`src/rtl/png_chunk_gen_pkg.sv`:
```
// Shared constants, state encoding and output-word payload for the PNG chunk builder.
package png_pkg;

  localparam int unsigned DATA_WD  = 32;
  localparam int unsigned LEN_WD   = 31;
  localparam int unsigned WCNT_WD  = LEN_WD - 2;
  localparam int unsigned CRC_SLOT = 4;
  localparam int unsigned SLOT_WD  = $clog2(CRC_SLOT);

  // Standard PNG chunk type codes, first ASCII byte in the MSBs
  localparam logic [DATA_WD-1:0] IHDR = 32'h49484452;
  localparam logic [DATA_WD-1:0] IDAT = 32'h49444154;
  localparam logic [DATA_WD-1:0] IEND = 32'h49454E44;

  typedef enum logic [2:0] {
    IDLE     = 3'd0,
    TYPE     = 3'd1,
    DATA     = 3'd2,
    WAIT_CRC = 3'd3,
    EMIT     = 3'd4
  } state_t;

  // One word of the outgoing chunk stream
  typedef struct packed {
    logic               val;
    logic               lst;
    logic               done;
    logic [DATA_WD-1:0] dat;
  } chunk_word_t;

  // LENGTH field: byte count rounded down to whole words, MSB forced to 0
  function automatic logic [DATA_WD-1:0] length_word(input logic [WCNT_WD-1:0] wcnt);
    return {1'b0, wcnt, 2'b00};
  endfunction

endpackage

```
`src/rtl/png_chunk_gen.sv`:
```
// Wraps a word-aligned payload into a PNG chunk (LENGTH, TYPE, DATA..., CRC),
// feeding TYPE and DATA through the external word-serial crc32 engine.
module png_chunk_gen
  import png_pkg::*;
(
  input  logic               clk,
  input  logic               rstn,
  input  logic               start_i,
  input  logic [DATA_WD-1:0] len_i,
  input  logic [DATA_WD-1:0] type_i,
  input  logic               val_i,
  input  logic [DATA_WD-1:0] dat_i,
  output logic               rdy_o,
  output logic               crc_start_o,
  output logic               crc_val_o,
  output logic [DATA_WD-1:0] crc_dat_o,
  output logic               crc_lst_o,
  input  logic               crc_done_i,
  input  logic [DATA_WD-1:0] crc_dat_i,
  output logic               val_o,
  output logic [DATA_WD-1:0] dat_o,
  output logic               lst_o,
  output logic               done_o,
  output logic               busy_o
);

  state_t               state_q, state_d;
  logic [WCNT_WD-1:0]   rem_q, rem_d;
  logic [DATA_WD-1:0]   type_q, type_d;
  logic [SLOT_WD-1:0]   slot_q, slot_d;
  chunk_word_t          out_q, out_d;
  logic                 busy_q, busy_d;
  logic                 unused_len;

  // Byte-granular length bits and the PNG-reserved MSB carry no information here
  assign unused_len = ^{len_i[DATA_WD-1], len_i[1:0]};

  // State, latched chunk fields and registered output word
  always_ff @(posedge clk or negedge rstn) begin
    if (!rstn) begin
      state_q <= IDLE;
      rem_q   <= '0;
      type_q  <= '0;
      slot_q  <= '0;
      out_q   <= '0;
      busy_q  <= 1'b0;
    end else begin
      state_q <= state_d;
      rem_q   <= rem_d;
      type_q  <= type_d;
      slot_q  <= slot_d;
      out_q   <= out_d;
      busy_q  <= busy_d;
    end
  end

  // Next state, CRC handoff and next output word
  always_comb begin
    state_d     = state_q;
    rem_d       = rem_q;
    type_d      = type_q;
    // Slot counter runs 1->2->3->0 after a handoff and parks at 0 (slot open)
    slot_d      = (slot_q == '0) ? '0 : slot_q + SLOT_WD'(1);
    out_d       = '0;
    busy_d      = busy_q;
    rdy_o       = 1'b0;
    crc_start_o = 1'b0;
    crc_val_o   = 1'b0;
    crc_dat_o   = '0;
    crc_lst_o   = 1'b0;

    case (state_q)
      IDLE: begin
        if (start_i) begin
          crc_start_o = 1'b1;
          rem_d       = len_i[LEN_WD-1:2];
          type_d      = type_i;
          out_d.val   = 1'b1;
          out_d.dat   = length_word(len_i[LEN_WD-1:2]);
          busy_d      = 1'b1;
          state_d     = TYPE;
        end
      end

      TYPE: begin
        crc_val_o = 1'b1;
        crc_dat_o = type_q;
        crc_lst_o = (rem_q == '0);
        slot_d    = SLOT_WD'(1);
        out_d.val = 1'b1;
        out_d.dat = type_q;
        state_d   = (rem_q == '0) ? WAIT_CRC : DATA;
      end

      DATA: begin
        rdy_o = (slot_q == '0);
        if (val_i && (slot_q == '0)) begin
          crc_val_o = 1'b1;
          crc_dat_o = dat_i;
          crc_lst_o = (rem_q == WCNT_WD'(1));
          rem_d     = rem_q - WCNT_WD'(1);
          slot_d    = SLOT_WD'(1);
          out_d.val = 1'b1;
          out_d.dat = dat_i;
          if (rem_q == WCNT_WD'(1)) begin
            state_d = WAIT_CRC;
          end
        end
      end

      WAIT_CRC: begin
        if (crc_done_i) begin
          out_d.val  = 1'b1;
          out_d.lst  = 1'b1;
          out_d.done = 1'b1;
          out_d.dat  = crc_dat_i;
          busy_d     = 1'b0;
          state_d    = EMIT;
        end
      end

      EMIT: begin
        state_d = IDLE;
      end

      default: begin
        state_d = IDLE;
      end
    endcase
  end

  assign val_o  = out_q.val;
  assign dat_o  = out_q.dat;
  assign lst_o  = out_q.lst;
  assign done_o = out_q.done;
  assign busy_o = busy_q;

endmodule
```
`config.mk`:
```
export PLATFORM = sky130hd
export DESIGN_NAME = png_chunk_gen
export DESIGN_NICKNAME = d
export VERILOG_FILES = /design/src/rtl/png_chunk_gen_pkg.sv /design/src/rtl/png_chunk_gen.sv
export SDC_FILE = /design/constraint.sdc
export NUM_CORES = 1
export LEC_CHECK = 0
export CORE_AREA = 3 3 110 112
export CTS_BUF_LIST = sky130_fd_sc_hd__clkbuf_8
export CTS_CLUSTER_SIZE = 8
export DETAILED_ROUTE_END_ITERATION = 12
export DIE_AREA = 0 0 113 115
export PLACE_DENSITY = 0.79
export SYNTH_ARGS = -nofsm -noshare
export SYNTH_HDL_FRONTEND = slang
export SYNTH_SLANG_ARGS = --single-unit
```
`constraint.sdc`:
```
create_clock -name clk -period 2.82 [get_ports clk]
set_input_delay 0.282 -clock clk [delete_from_list [all_inputs] [get_ports clk]]
set_output_delay 0.282 -clock clk [all_outputs]
set_load 0.05 [all_outputs]
```
==> impl_metrics.ini, run 1 <==
[setup_path]
path_class = reg2out
rrSetupSlack_ns = 0.39
start_kind = flop
cp-startpoint = rem_q[21]
r2r_end = rem_q[18]
endpoint_kind = output port
timing.rr.start = rem_q[0]
cp.required_ns = 2.54
rr_worst_depth = 8
path_max_fanout = 6
crit_arrival_ns = 2.47

[die]
dieArea_um2 = 13000
ioPinCount = 205
start_util = 0.429
die-width_um = 113
die_y_um = 115
std_cell_rows = 39
core_um2 = 11300

[drt]
avgViaCountPerCell = 5.79
drc = 0
drtIter0Drc = 356
firstDrtPassIters = 8
post_drt_wl_per_cell_um = 19.6
drtAntennaViolNets = 0
vias = 4925
wirelength_mm = 16.7

[timing]
drv_slew = 0
skew_ns = 0.0127
max_slew.worst_pin.slew_ns = 0.655
slew_headroom = 0.564
hold_ws_ns = 0.433
setup_viol = 0
hold_violations = 0
period_share = 0.975
layout_min_cycle_time_ns = 2.75
max_freq_ghz = 0.364
setup_tns_ns = 0
rsz0062_at_grt = true

[power]
p_leak_nw = 3.32
power_frac_comb = 0.551
ir_drop_uv = 480
total_power_w = 0.00782
power_switching_w = 0.00355
p_seq_frac = 0.324
power_switching_share = 0.455
clockPowerShare = 0.125
p_int_w = 0.00426
power_density_nw_per_um2 = 1020

[placed_design]
post-dp-hpwl_mm = 12.6
gp_congestion = 0.886
dpl.cell_count = 834
dpl_cell_area_um2 = 7430
port_buffers = 201

[cts]
path_clk_slew_ns = 0.09
clock_latency_ns = 0.37
cts_setup_buffers = 0
cts_tree = done
cts_buffers = 9
h-tree-depth = 3
root_buffer = clkbuf_8
cts.sinks = 101
cts_buffer_depth = 2

[min_path]
min_from = type_i[20]
holdPathEnd = type_q[20]
min_path_type = in2reg
hold_depth = 3

[finish]
drive_gt1_frac = 0.121
num_antenna_cells = 0
syn_to_final_growth_pct = 57.8
final_area_um2 = 7670
fin_cells = 851
nets = 840

[grt]
grt_pass1_wl_mm = 26.0
antenna_found_initial = 0
grt_usage = 0.253
grt_max_degree = 54
grt_pass1_vias = 4924
overflow = 0

[logic_synthesis]
synthCells = 508
yosysUniqueCellTypes = 49
yosys-top-cells-area = dfrtp_1 52%, nand2_1 8.6%, a221o_1 6.6%
synth_commonest_cells = 111 x nand2_1, 101 x dfrtp_1, 33 x a22o_1, 33 x nor2_1, 32 x a221o_1
synth_edf_count = 0
yosysSeqAreaShare = 0.520
yosysMostFrequentCell = nand2_1
synth_top_area_share = 0.520
syn_area_um2 = 4860
synth_warnings = 0
ys_ff_latch = 101
synth_ff_type = dfrtp_1
syn-num-nets = 645
syn-mean-instance-area_um2 = 9.56
async_flop_share = 1.00
synth_area_leader_cell = dfrtp_1

[run]
cap_violations = 0

[status]
status = complete, no violations
area by class of cell:
class | count | area, um^2
Tap cell | 143 | 179
Inverter | 13 | 48.8
Fill cell | 899 | 3650
Clock inverter | 4 | 46.3
Timing Repair Buffer | 221 | 2540
Clock buffer | 12 | 165
Multi-Input combinational cell | 357 | 2160
Sequential cell | 101 | 2530
registers in the layout, indices dropped and copies added (netlist names):
register,count
state_q,3
type_q,32
rem_q,29
val_o,1
done_o,1
busy_o,1
slot_q,2
dat_o,32
cell families (layout without fill, tap and decap cells):
group / Yosys count / after routing / synth area share
AO/OA/AOI/OAI: 153 / 153 / 0.244
adder cells (fa/ha/maj): 4 / 4 / 0.0103
buffers and inverters: 50 / 250 / 0.0404
flip-flops: 101 / 101 / 0.520
AND/OR/NAND/NOR: 200 / 200 / 0.185
power groups by stage:
stage	Clock (W)	Sequential, W	Combinational [W]
final	0.000980	0.00253	0.00431
after global routing	0.00104	0.00261	0.00459
after CTS	0.000997	0.00251	0.00431
after detailed placement	0	0.00254	0.00429
after global placement	0	0.00250	0.00419
after floorplan	0	0.00317	0.00193
worst max-delay path by stage:
stage                      to  slack (ns)  depth (start not counted)
floorplan           crc_lst_o        0.21                          4
global placement    crc_lst_o        0.39                          5
global route        crc_lst_o       -0.01                          5
finish              crc_lst_o        0.07                          5
detailed placement  rem_q[24]        0.24                          7
CTS                 crc_lst_o        0.05                          5
what timing repair did:
action                                  in CTS  in global routing
endpoints found under the setup margin       1                  2
hold buffers                                 1                  0
gates cloned                                 0                  0
endpoints found under the hold margin       48                  0
pin swaps                                    1                  0
gates resized for setup                      1                  2
layout by cell type (no fill, tap or decap), types with 18 or more instances in the layout:
cell and n:
o21ai_0 22, a22o_1 33, buf_12 37, buf_4 18
a221o_1 32, a21oi_1 23, nand2_1 111, nor2_1 32
clkdlybuf4s50_1 165, dfrtp_1 100
routing by layer:
layer / vias to the layer above / wire, um / track usage
met5: - / 0 / 0
met4: 0 / 375 / 0.0841
met3: 33 / 1540 / 0.0616
met2: 264 / 8240 / 0.414
met1: 2373 / 6560 / 0.334
li1: 2255 / - / -
critical path: stages (launching register included):
cell	delay (ns)
dfrtp_2	0.45
or4_4	0.57
nand2b_4	0.16
or4_4	0.57
nor3_4	0.19
buf_12	0.17
through the flow:
step | util | worst slack (ns)
final | 0.677 | 0.0706
after global routing | 0.677 | -0.0101
after CTS | 0.677 | 0.0494
after detailed placement | 0.657 | 0.245
after global placement | 0.657 | 0.393
after floorplan | - | 0.215
No activity file was read; power rests on OpenSTA's default activity.
==> run 2, diff against run 1 <==
--- a/config.mk
+++ b/config.mk
@@ -12,4 +12,5 @@
 export DIE_AREA = 0 0 113 115
 export PLACE_DENSITY = 0.79
+export SETUP_SLACK_MARGIN = 0.3
 export SYNTH_ARGS = -nofsm -noshare
 export SYNTH_HDL_FRONTEND = slang
==> constraint.sdc (replaced) <==
create_clock -name clk -period 2.82 [get_ports clk]
set_input_delay 0.564 -clock clk [delete_from_list [all_inputs] [get_ports clk]]
set_output_delay 0.564 -clock clk [all_outputs]
set_load 0.05 [all_outputs]
==> run 2 against run 1 <==
The run now ends with setup timing left. Sequential power barely moved. Maximum frequency fell by 4.7%. Worst setup slack got worse by 0.14 ns. Utilization rose by 5.0 points. Critical path type unchanged. Final cell count rose by 2.8%.
==> impl_metrics.ini, run 2 (same netlist as run 1, synthesis figures left out) <==
[status]
status = finished with violations
violations = setup timing

[finish]
multi_input_area_um2 = 2460
nFillCells = 782
final_cell_mix = 164 x clkdlybuf4s50_1, 110 x nand2_1, 97 x dfrtp_1
layout_commonest_cell = clkdlybuf4s50_1
num_antenna_cells = 0
final_area_um2 = 8230
syn_to_final_growth_pct = 69.4
regArea_um2 = 2530
nets = 864
drive_gt1_frac = 0.204

[drt]
drtAntennaViolNets = 0
firstDrtPassIters = 5
drtIter0Drc = 433
wirelength_mm = 18.6
vias = 5149
drc = 0
avgViaCountPerCell = 5.88
post_drt_wl_per_cell_um = 21.3

[cts]
cts_tree = done
root_buffer = clkbuf_8
cts_buffers = 9
h-tree-depth = 3
cts.sinks = 101
clock_latency_ns = 0.37
path_clk_slew_ns = 0.10
postCtsHoldBufs = 0
cts_buffer_depth = 2

[timing]
max_slew.worst_pin.slew_ns = 0.669
skew_ns = 0.0144
fin_ws_ns = -0.0664
setup_viol = 1
period_share = 1.02
hold_violations = 0
rsz0062_at_grt = true
slew_headroom = 0.554
drv_slew = 0
layout_min_cycle_time_ns = 2.89
max_freq_ghz = 0.346

[grt]
grt_usage = 0.274
grt_pass1_wl_mm = 28.0
overflow = 0
antenna_found_initial = 0
grt_pass1_vias = 5150
grt_max_degree = 51

[setup_path]
rr_worst_depth = 7
path_max_fanout = 8
start_kind = flop
endpoint_kind = output port
cp.required_ns = 2.26
crit_arrival_ns = 2.32
path_class = reg2out

[placed_design]
dp_slack_ns = 0.201
gp_congestion = 0.864
post-dp-hpwl_mm = 13.0
port_buffers = 201
dpl_cell_area_um2 = 7550

[run]
cap_violations = 0

[min_path]
min_path_type = in2async

[die]
ioPinCount = 205
dieArea_um2 = 13000
std_cell_rows = 39
die-width_um = 113
start_util = 0.429
core_um2 = 11300
die_y_um = 115

[power]
ir_drop_uv = 503
power_density_nw_per_um2 = 996
p_leak_nw = 3.68
==> run 2: cell count changes in the layout (fill, tap and decap cells not counted), sizes merged <==
cell,previous run,this run
buf,55,77
clkinvlp,1,0
clkdlybuf4s50,165,164
dlygate4sd3,1,0
clkinv,1,2
inv,14,16
dlygate4sd2,0,1
bufinv,1,0
clkbuf,12,14
==> run 2: stage by stage <==
step                hold slack [ns]  TNS, ns  std cells   util  power [W]
floorplan                     0.268        0        508      -    0.00513
global placement              0.459        0        840  0.667    0.00678
detailed placement            0.463        0        840  0.667    0.00692
CTS                           0.238  -0.0793        866  0.712    0.00800
global route                  0.284   -0.136        875  0.727    0.00860
finish                        0.224  -0.0664        875  0.727    0.00820
==> run 2: routing by layer <==
layer  up-vias  global-route usage  routed length [um]
met3        37              0.0774                1640
met2       252               0.459                9360
met1      2547               0.346                7220
met5         -                   0                   0
li1       2313                   -                   -
met4         0              0.0897                 427
==> run 2: final cells by class <==
cell class                      instances  area share
Timing Repair Buffer                  245       0.344
Sequential cell                       101       0.308
Multi-Input combinational cell        357       0.299
Tap cell                              143      0.0217
Clock buffer                           11      0.0184
Inverter                               13     0.00608
Clock inverter                          5     0.00243
==> run 2: worst max-delay path, stage by stage (launching register included) <==
cell,delay [ns]
dfrtp_1,0.42
or3_4,0.41
nand2b_4,0.19
or4_4,0.57
nor3_4,0.19
buf_12,0.17
==> run 2: worst paths after layout <==
| check | start | to | slack [ns] |
|---|---|---|---|
| worst max register to register | rem_q[1] | rem_q[24] | 0.43 |
| max in group asynchronous | rstn | dat_o[5] | 1.88 |
| worst max-delay path | rem_q[15] | crc_lst_o | -0.07 |
| worst min register to register | type_q[31] | type_q[31] | 0.49 |
| worst min-delay path | rstn | rem_q[13] | 0.22 |
| min in group clk | type_q[31] | type_q[31] | 0.49 |
==> run 2: where the power goes <==
group | internal, W | total (W) | switching (W)
Combinational | 0.00199 | 0.00479 | 0.00279
Sequential | 0.00209 | 0.00256 | 0.000469
Clock | 0.000357 | 0.000847 | 0.000490
Total | 0.00444 | 0.00820 | 0.00375
==> run 2: what timing repair did <==
action | CTS | global route
hold endpoints to repair | 0 | 0
gates resized for setup | 41 | 14
gates cloned | 1 | 3
endpoints found under the setup margin | 35 | 38
pin swaps | 6 | 3
buffers inserted | 9 | 6
